## config.mk

```make
export PLATFORM = sky130hd
export DESIGN_NAME = pipeline_hazard_ctrl
export DESIGN_NICKNAME = d
export VERILOG_FILES = /design/src/rtl/pipeline_hazard_ctrl.sv
export SDC_FILE = /design/constraint.sdc
export NUM_CORES = 1
export LEC_CHECK = 0
export ABC_AREA = 1
export CAP_MARGIN = 40
export CORE_MARGIN = 8
export CORE_UTILIZATION = 36
export DETAILED_ROUTE_END_ITERATION = 16
export HOLD_SLACK_MARGIN = 0.05
export PLACE_DENSITY = 0.77
export SKIP_CTS_REPAIR_TIMING = 1
export SLEW_MARGIN = 0
export SYNTH_ARGS = -nofsm -noshare
export SYNTH_HDL_FRONTEND = slang
export SYNTH_SLANG_ARGS = --single-unit
```

## constraint.sdc

```tcl
create_clock -name clk -period 1.1 [get_ports clk]
set_input_delay 0.165 -clock clk [delete_from_list [all_inputs] [get_ports clk]]
set_output_delay 0.165 -clock clk [all_outputs]
set_load 0.1 [all_outputs]
```

## src/rtl/pipeline_hazard_ctrl.sv

```systemverilog
// Stall/flush sequencer for the 5-stage pipeline: load-use stalls, two-cycle EX redirects and
// data-memory freezes. Define HAZARD_PERF_EN to build the stall/flush performance counters.
module pipeline_hazard_ctrl #(
  parameter logic [31:0] RESET_PC = 32'h00400000
) (
  input  logic        clk,
  input  logic        reset,
  input  logic [4:0]  id_rs1,
  input  logic [4:0]  id_rs2,
  input  logic        id_uses_rs1,
  input  logic        id_uses_rs2,
  input  logic        ex_mem_read,
  input  logic [4:0]  ex_rd,
  input  logic        ex_redirect,
  input  logic [31:0] ex_target,
  input  logic        mem_req,
  input  logic        dmem_ready,
  input  logic        imem_ready,
  output logic        stall,
  output logic        flush,
  output logic [31:0] branch_PC,
  output logic        ifid_stall,
  output logic        ifid_flush,
  output logic        idex_stall,
  output logic        idex_bubble,
  output logic        exmem_stall,
  output logic        memwb_bubble,
  output logic        redirect_err,
  output logic [31:0] stall_cycles,
  output logic [31:0] flush_events
);

  typedef enum logic [1:0] {StRun, StRedirect, StMemWait} state_e;

  state_e      r_state;
  state_e      w_state_d;
  logic [31:0] r_target;
  logic [31:0] w_target_d;
  logic        r_redirect_err;

  logic        w_lu;
  logic        w_freeze;
  logic        w_eval;
  logic        w_err_set;
  logic        w_lu_take;
  logic        w_stall;
  logic        w_flush;
  logic [31:0] w_branch_pc;
  logic        w_ifid_stall;
  logic        w_ifid_flush;
  logic        w_idex_stall;
  logic        w_idex_bubble;
  logic        w_exmem_stall;
  logic        w_memwb_bubble;

  // RESET_PC is documentation only; the redirect target register always resets to 0.
  logic w_unused_reset_pc;
  assign w_unused_reset_pc = ^RESET_PC;

  assign w_lu = ex_mem_read && (ex_rd != 5'd0) &&
                ((id_uses_rs1 && (id_rs1 == ex_rd)) || (id_uses_rs2 && (id_rs2 == ex_rd)));

  assign w_freeze = mem_req && !dmem_ready;

  // Cases that follow the memory freeze in RUN, also used when MEM_WAIT releases.
  assign w_eval = ((r_state == StRun) && !w_freeze) || ((r_state == StMemWait) && dmem_ready);

  always_comb begin
    w_state_d      = r_state;
    w_target_d     = r_target;
    w_err_set      = 1'b0;
    w_lu_take      = 1'b0;
    w_stall        = 1'b0;
    w_flush        = 1'b0;
    w_branch_pc    = 32'd0;
    w_ifid_stall   = 1'b0;
    w_ifid_flush   = 1'b0;
    w_idex_stall   = 1'b0;
    w_idex_bubble  = 1'b0;
    w_exmem_stall  = 1'b0;
    w_memwb_bubble = 1'b0;

    unique case (r_state)
      StRun: begin
        if (w_freeze) begin
          w_state_d = StMemWait;
        end
      end
      StRedirect: begin
        if (!w_freeze) begin
          w_branch_pc   = r_target;
          w_ifid_flush  = 1'b1;
          w_idex_bubble = 1'b1;
          w_state_d     = StRun;
        end
      end
      StMemWait: begin
        if (dmem_ready) begin
          w_state_d = StRun;
        end
      end
      default: w_state_d = StRun;
    endcase

    if ((r_state != StMemWait && w_freeze) || (r_state == StMemWait && !dmem_ready)) begin
      w_stall        = 1'b1;
      w_ifid_stall   = 1'b1;
      w_idex_stall   = 1'b1;
      w_exmem_stall  = 1'b1;
      w_memwb_bubble = 1'b1;
    end

    if (w_eval) begin
      if (ex_redirect && (ex_target != 32'd0)) begin
        w_ifid_flush  = 1'b1;
        w_idex_bubble = 1'b1;
        w_target_d    = ex_target;
        w_state_d     = StRedirect;
      end else if (ex_redirect) begin
        // Zero target: flush the wrong path but keep the old target and flag the error.
        w_ifid_flush  = 1'b1;
        w_idex_bubble = 1'b1;
        w_err_set     = 1'b1;
        w_state_d     = StRun;
      end else if (w_lu) begin
        w_stall       = 1'b1;
        w_ifid_stall  = 1'b1;
        w_idex_bubble = 1'b1;
        w_lu_take     = 1'b1;
      end else if (!imem_ready) begin
        w_flush      = 1'b1;
        w_ifid_flush = 1'b1;
      end
    end
  end

  always_ff @(posedge clk) begin
    if (!reset) begin
      r_state        <= StRun;
      r_target       <= 32'd0;
      r_redirect_err <= 1'b0;
    end else begin
      r_state  <= w_state_d;
      r_target <= w_target_d;
      if (w_err_set) begin
        r_redirect_err <= 1'b1;
      end
    end
  end

  assign stall        = reset & w_stall;
  assign flush        = reset & w_flush;
  assign branch_PC    = reset ? w_branch_pc : 32'd0;
  assign ifid_stall   = reset & w_ifid_stall;
  assign ifid_flush   = reset & w_ifid_flush;
  assign idex_stall   = reset & w_idex_stall;
  assign idex_bubble  = reset & w_idex_bubble;
  assign exmem_stall  = reset & w_exmem_stall;
  assign memwb_bubble = reset & w_memwb_bubble;
  assign redirect_err = reset & r_redirect_err;

`ifdef HAZARD_PERF_EN
  logic [31:0] r_stall_cycles;
  logic [31:0] r_flush_events;
  logic        w_redirect_entry;

  assign w_redirect_entry = (w_state_d == StRedirect) && (r_state != StRedirect);

  always_ff @(posedge clk) begin
    if (!reset) begin
      r_stall_cycles <= 32'd0;
      r_flush_events <= 32'd0;
    end else begin
      if (w_stall) begin
        r_stall_cycles <= r_stall_cycles + 32'd1;
      end
      if (w_redirect_entry || w_lu_take) begin
        r_flush_events <= r_flush_events + 32'd1;
      end
    end
  end

  assign stall_cycles = reset ? r_stall_cycles : 32'd0;
  assign flush_events = reset ? r_flush_events : 32'd0;
`else
  logic w_unused_lu_take;
  assign w_unused_lu_take = w_lu_take;
  assign stall_cycles     = 32'd0;
  assign flush_events     = 32'd0;
`endif

endmodule

```

-- Word level (Yosys, flattened, before mapping)
Cells that the tools add are included.
- output and inout bits: 105
- register bits: 35
- bitwise gates (word level): 6
- eq/ne operators: 5
- reductions and logical operators: 19
- muxes and demuxes: 34
- operators by type and width (operator ; number):
    32-bit two-way mux ; 3
    32-bit nonzero test ; 1
    1-bit two-way mux ; 24
    2-bit two-way mux ; 6
    5-bit == test ; 2
    1-bit logical AND ; 10
    1-bit AND ; 6
    2-bit one-hot mux with 3 select lines ; 1
    5-bit nonzero test ; 1
    1-bit logical OR ; 3
    2-bit by 1-bit == test with 1-bit output, second input constant ; 1
    2-bit == test, second input constant ; 1
    1-bit zero test ; 2
    2-bit zero test ; 1
    2-bit inequality test, second input constant ; 1
    2-bit AND reduction ; 1

-- Longest topological paths before layout
Gate-level depths: netlist of run 1.
- word-level depth: 10
- depth in mapped cells: 10

-- Least setup slack after synthesis of run 1
No wires, ideal clock.
- kind: register to output
- start: register r_state[1]
- end: output stall
- slack: -1923 ps
- cell stages (with the launch flop): 9
- arrival time: 2858 ps
- path through: dfxtp_1 -> inv_1 -> nor2_1 -> nor2_4 -> nand2_1 -> nor2_1 -> nand2_1 -> o22ai_1 -> buf_4
- longest elaborated chain between the ends: 9
- elaborated cells between the ends (all ways): 15
- those cells by class: eq/ne: 2; mux: 5; bitwise: 1; reduce/logical: 7
- RTL lines (item ; RTL line ; RTL):
    start, declared ; 35 ; state_e r_state;
    start signal, assigned ; 139 ; r_state <= StRun;
    start signal, assigned ; 143 ; r_state <= w_state_d;
    2-bit inequality test or 2-bit == test (tied branches) ; 105, 66 ;
    1-bit logical AND ; 105 ; if ((r_state != StMemWait && w_freeze) || (r_state == StMemWait && !dmem_ready)) begin
    1-bit logical OR ; 105 ;
    1-bit two-way mux (4 in a row) ; - ;
    1-bit two-way mux * ; - ;
    1-bit AND * ; - ;
    end, declared ; 19 ; output logic stall,
Every way passes the cells marked *; elsewhere a longest branch is shown, timed or not.

-- Final worst setup path of run 1
- start: register r_state[0]
- end: output branch_PC[5]
- longest elaborated chain between the ends: 3
- RTL lines (item ; RTL line ; RTL):
    2-bit by 1-bit == test with 1-bit output ; 83 ; unique case (r_state)
    32-bit two-way mux ; 83 ;
    32-bit two-way mux ; 153 ; assign branch_PC = reset ? w_branch_pc : 32'd0;
    end, declared ; 21 ; output logic [31:0] branch_PC,
No other way between the ends.

==> results_dict.tcl, run 1 <==
set metrics [dict create \
    status "finished with violations" \
    ys_ff_latch 35 \
    die_h_um 105 \
    whs_ns 0.216 \
    critPathArrivalTime_ns 1.55 \
    viasPerCell 4.33 \
    crit_type "flop to primary output" \
    powerDensity_nw_per_um2 961 \
    ctsLongestPathBuffers 2 \
    grt_max_degree 25 \
    syn_to_final_growth_pct 80.7 \
    drt-pass1-iter-count 4 \
    grt_setup_unrepaired "yes" \
    slowest_stage "dfxtp_2" \
    postSynth.asyncResetShare_pct 0 \
    worst_setup_path_start_kind "flop" \
    wl_per_cell_um 13.9 \
    diodes 0 \
    ir_drop_uv 763 \
    drc_errors 0 \
    wl_mm 9.75 \
    ant_nets 0 \
    fin_worst_skew_ns 0.00575 \
    grt_overflow 0 \
    cts_tree "built" \
    hpwl_mm 7.19 \
    cts.sink_count 35 \
    synth_edf_count 0 \
    cp_max_fo 6 \
    core_um2 7730 \
    synth_top_area_share_pct 24.3 \
    crit_buf_inv 4 \
    synth_common_cells "nor2_1 (124), nand2_1 (106), buf_4 (72), inv_1 (55), dfxtp_1 (35)" \
    synth.area.top_cells "dfxtp_1 (24%), buf_4 (19%), nor2_1 (16%)" \
    cap_violations 0 \
    min_period_ns 1.71 \
    hold_path_depth 3 \
    path_cells "inv_2 > nor2_4 > o21ai_4 > buf_12 > clkbuf_16 > nor2_4 > buf_12" \
    cpLargestDelayFamily "buffers and inverters" \
    timing.fmax_ghz 0.584 \
    grt.total_usage_pct 14.9 \
    die_w_um 105 \
    layout.nets 656 \
    drive_gt1_share_pct 33.9 \
    cts_buffers 5 \
    hold_path.class "input port to flop" \
    finalHoldViolations 0 \
    slowest_delay_ns 0.34 \
    cp.depth 7 \
    drv_slew 0 \
    insertion_delay_ns 0.29 \
    die_area_um2 11100 \
    yosysMostFrequentCell "nor2_1" \
    dominantRegCellSynth "dfxtp_1" \
    violations "setup timing" \
    finalPower_mw 5.00 \
    fp-row-count 32 \
    leakage_nw 2.71 \
    port_buffers 96 \
    route.vias.total 3044 \
    syn_area_per_cell_um2 6.15 \
    required_ns 0.94 \
    worst-r2r-cell-count 10 \
    setup_viol 75 \
    grt_pass1_vias 3080 \
    initial_core_util_pct 37.3 \
    antenna_found_initial 0 \
    yosys_warnings 0 \
    ios 161 \
    fin_crit_sh_pct 156 \
    synthCells 468 \
    yosysSeqAreaShare_pct 24.3 \
    gp_congestion 0.803 \
    root_buffer "clkbuf_8" \
    ctsHtreeMaxLevel 2 \
    syn_area_um2 2880 \
    setup_ws_ns -0.611 \
    first_iter_violations 96 \
    synth_cell_types 24 \
    grt_pass1_wl_mm 14.1 \
    path_clk_slew_ns 0.07 \
    end_kind "primary output" \
    yosysTopAreaCell "dfxtp_1" \
]
[report_power, final]
group	total (mW)	leakage, nW	switching [mW]	internal (mW)
clock network	1.04	0.0515	0.471	0.572
logic	2.52	2.37	1.81	0.706
registers	1.44	0.290	0.0622	1.38
total	5.00	2.71	2.35	2.66
[logic make-up after synthesis]
| logic type | count (synthesis) | synth area share, % |
|---|---|---|
| buf+inv | 144 | 30.3 |
| other cells | 1 | 0.130 |
| flops | 35 | 24.3 |
| compound gates | 7 | 1.35 |
| simple gates | 281 | 43.9 |
[registers in the layout, indices dropped and copies added, names as in the netlist]
register        cells
r_state             2
r_redirect_err      1
r_target           32
[layer usage]
| metal | GRT usage, % | share of wire (%) | vias up |
|---|---|---|---|
| met5 | 0 | 0 | - |
| met4 | 3.67 | 1.1 | 0 |
| met3 | 3.96 | 5.7 | 10 |
| met2 | 28.7 | 54 | 110 |
| met1 | 15.6 | 39 | 1406 |
| li1 | - | - | 1518 |
[cells in the final DEF, fill, tap and decap left out, types with 7 or more instances in the layout]
| cell | synthesis | final |
|---|---|---|
| buf_12 | 0 | 50 |
| buf_4 | 72 | 30 |
| buf_6 | 8 | 7 |
| clkbuf_8 | 0 | 7 |
| clkdlybuf4s50_1 | 0 | 13 |
| conb_1 | 1 | 64 |
| dfxtp_1 | 35 | 32 |
| dlymetal6s2s_1 | 0 | 41 |
| inv_1 | 55 | 44 |
| inv_2 | 2 | 11 |
| nand2_1 | 106 | 99 |
| nand3_1 | 20 | 17 |
| nand3_2 | 19 | 22 |
| nor2_1 | 124 | 81 |
| nor2_2 | 2 | 8 |
| nor2_4 | 4 | 41 |
[stage by stage]
stage | instance area (um^2) | setup slack (ns) | setup TNS [ns] | util [%] | std cells
2_1_floorplan | 3480 | -0.759 | -20.97 | - | 531
3_3_place_gp | 4630 | -0.721 | -45.69 | 60.0 | 681
3_5_place_dp | 4630 | -0.819 | -47.87 | 60.0 | 681
4_1_cts | 4730 | -0.819 | -38.21 | 61.3 | 689
5_1_grt | 5200 | -0.687 | -36.25 | 67.3 | 703
6_report | 5200 | -0.611 | -31.39 | 67.3 | 703
[worst paths after layout]
kind             endpoint  slack (ns)        start
min reg2reg   r_target[3]        0.47  r_target[3]
max reg2reg  r_target[15]       -0.34   r_state[1]
min            r_state[0]        0.22        reset
max          branch_PC[5]       -0.61   r_state[0]
[final cells by class]
cell class	instances	area [um^2]
tap	102	128
timing repair buffer	149	2120
sequential	35	704
clock buffer	8	100
multi-input combinational	352	1930
inverter	57	223
fill	608	2520
[worst register-to-register path, stage by stage, from the launching register on]
cell and delay (ns):
dfxtp_2 0.37, inv_2 0.05, nor2_2 0.12, nor2_4 0.05, buf_4 0.15, nand3_4 0.09
nor2_4 0.06, buf_12 0.14, clkbuf_16 0.16, nor2_1 0.11, nor2_1 0.05
Note: power is estimated with default switching activity, not from simulation.
==> inputs of run 2 (changes only) <==
- SKIP_LAST_GASP: default -> 1
==> run 2 against run 1 <==
Net effect: the flow still finishes with violations (setup timing); count of clock-buffer cells in the layout stayed put; register-to-register slack worse by 0.02 ns; critical path type unchanged; critical endpoint unchanged; via count hardly changed; largest cell class unchanged.
==> results_dict.tcl, run 2 (same netlist as run 1, synthesis figures left out) <==
set metrics [dict create \
    cp_max_fo 6 \
    port_buffers 96 \
    largest_register_ffs 32 \
    hold_start "reset" \
    layout.nets 656 \
    finalHoldViolations 0 \
    startpoint "r_state[0]" \
    wl_per_cell_um 13.8 \
    fp-row-count 32 \
    first_iter_violations 96 \
    final_common_cell "nand2_1" \
    crit_type "flop to primary output" \
    end_kind "primary output" \
    drc_errors 0 \
    place_area_um2 4630 \
    slowest_stage "dfxtp_2" \
    leakage_nw 2.71 \
    grt_overflow 0 \
    worst_setup_path_start_kind "flop" \
    hold_path.class "input port to flop" \
    violations "setup timing" \
    cap_violations 0 \
    route.vias.total 3042 \
    drv_slew 0 \
    slowest_delay_ns 0.34 \
    drt-pass1-iter-count 4 \
    ir_drop_uv 762 \
    cpLargestDelayFamily "buffers and inverters" \
    status "finished with violations" \
    core_um2 7730 \
    root_buffer "clkbuf_8" \
    wl_mm 9.68 \
    fin_crit_sh_pct 156 \
    top_regs "r_target (32), r_state (2), r_redirect_err (1)" \
    ctsHtreeMaxLevel 2 \
    cts.sink_count 35 \
    cts_buffers 5 \
    grt_pass1_vias 3080 \
    path_cells "inv_2 > nor2_4 > o21ai_4 > buf_12 > clkbuf_16 > nor2_4 > buf_12" \
    die_h_um 105 \
    die_area_um2 11100 \
    gp_congestion 0.803 \
    critPathArrivalTime_ns 1.55 \
    cts_tree "built" \
    antenna_found_initial 0 \
    finalPower_mw 4.99 \
    final_cell_mix "nand2_1 (100), nor2_1 (81), conb_1 (64)" \
    timing.fmax_ghz 0.584 \
    ant_nets 0 \
    grt_setup_unrepaired "yes" \
    required_ns 0.94 \
    powerDensity_nw_per_um2 961 \
    diodes 0 \
    ctsLongestPathBuffers 2 \
    min_period_ns 1.71 \
    ios 161 \
    final_area_um2 5190 \
    path_clk_slew_ns 0.07 \
    syn_to_final_growth_pct 80.4 \
    fin_worst_skew_ns 0.00554 \
    grt_pass1_wl_mm 14.1 \
    insertion_delay_ns 0.29 \
    reg2reg_from "r_state[1]" \
    initial_core_util_pct 37.3 \
    viasPerCell 4.33 \
    regMostFlops "r_target" \
    setup_ws_ns -0.613 \
    crit_buf_inv 4 \
    grt.total_usage_pct 14.9 \
    grt_max_degree 25 \
    setup_viol 75 \
    die_w_um 105 \
    hpwl_mm 7.19 \
    drive_gt1_share_pct 33.8 \
]
==> run 2: power breakdown <==
part	internal (mW)	switching, mW	leakage [nW]
sequential	1.38	0.0620	0.290
clock	0.572	0.468	0.0515
combinational	0.703	1.81	2.37
total	2.65	2.34	2.71
==> run 2: worst min-delay path, delay by kind of cell <==
| kind | cells | cell delay, ns |
|---|---|---|
| buffers and inverters | 1 | 0.17 |
| and+or+nand+nor | 2 | 0.13 |
==> run 2: per-layer routing <==
layer  global-route usage [%]  up-vias  wire length [um]
li1                         -     1518                 -
met5                        0        -                 0
met3                     3.96       12               569
met4                     3.67        0               104
met2                     28.7      120              5250
met1                     15.6     1392              3750
==> run 2: final timing paths <==
kind / end / cells past startpoint / slack, ns
max: branch_PC[5] / 7 / -0.61
min: r_state[0] / 3 / 0.22
max reg2reg: r_target[15] / 10 / -0.36
min reg2reg: r_target[3] / 2 / 0.47
==> run 2: metrics by stage <==
stage          worst slack (ns)  setup TNS, ns  hold WS (ns)  cells  util [%]
2_1_floorplan            -0.759         -20.97         0.361    531         -
3_3_place_gp             -0.721         -45.69         0.449    681      60.0
3_5_place_dp             -0.819         -47.87         0.456    681      60.0
4_1_cts                  -0.819         -38.21         0.220    689      61.3
5_1_grt                  -0.683         -36.26         0.219    703      67.2
6_report                 -0.613         -31.58         0.216    703      67.2
==> run 2: area by class of cell <==
cell class                      instances  area [um^2]
Tap cell                              102          128
Multi-Input combinational cell        352         1930
Timing Repair Buffer                  149         2110
Clock buffer                            8          100
Sequential cell                        35          704
Fill cell                             610         2530
Inverter                               57          223
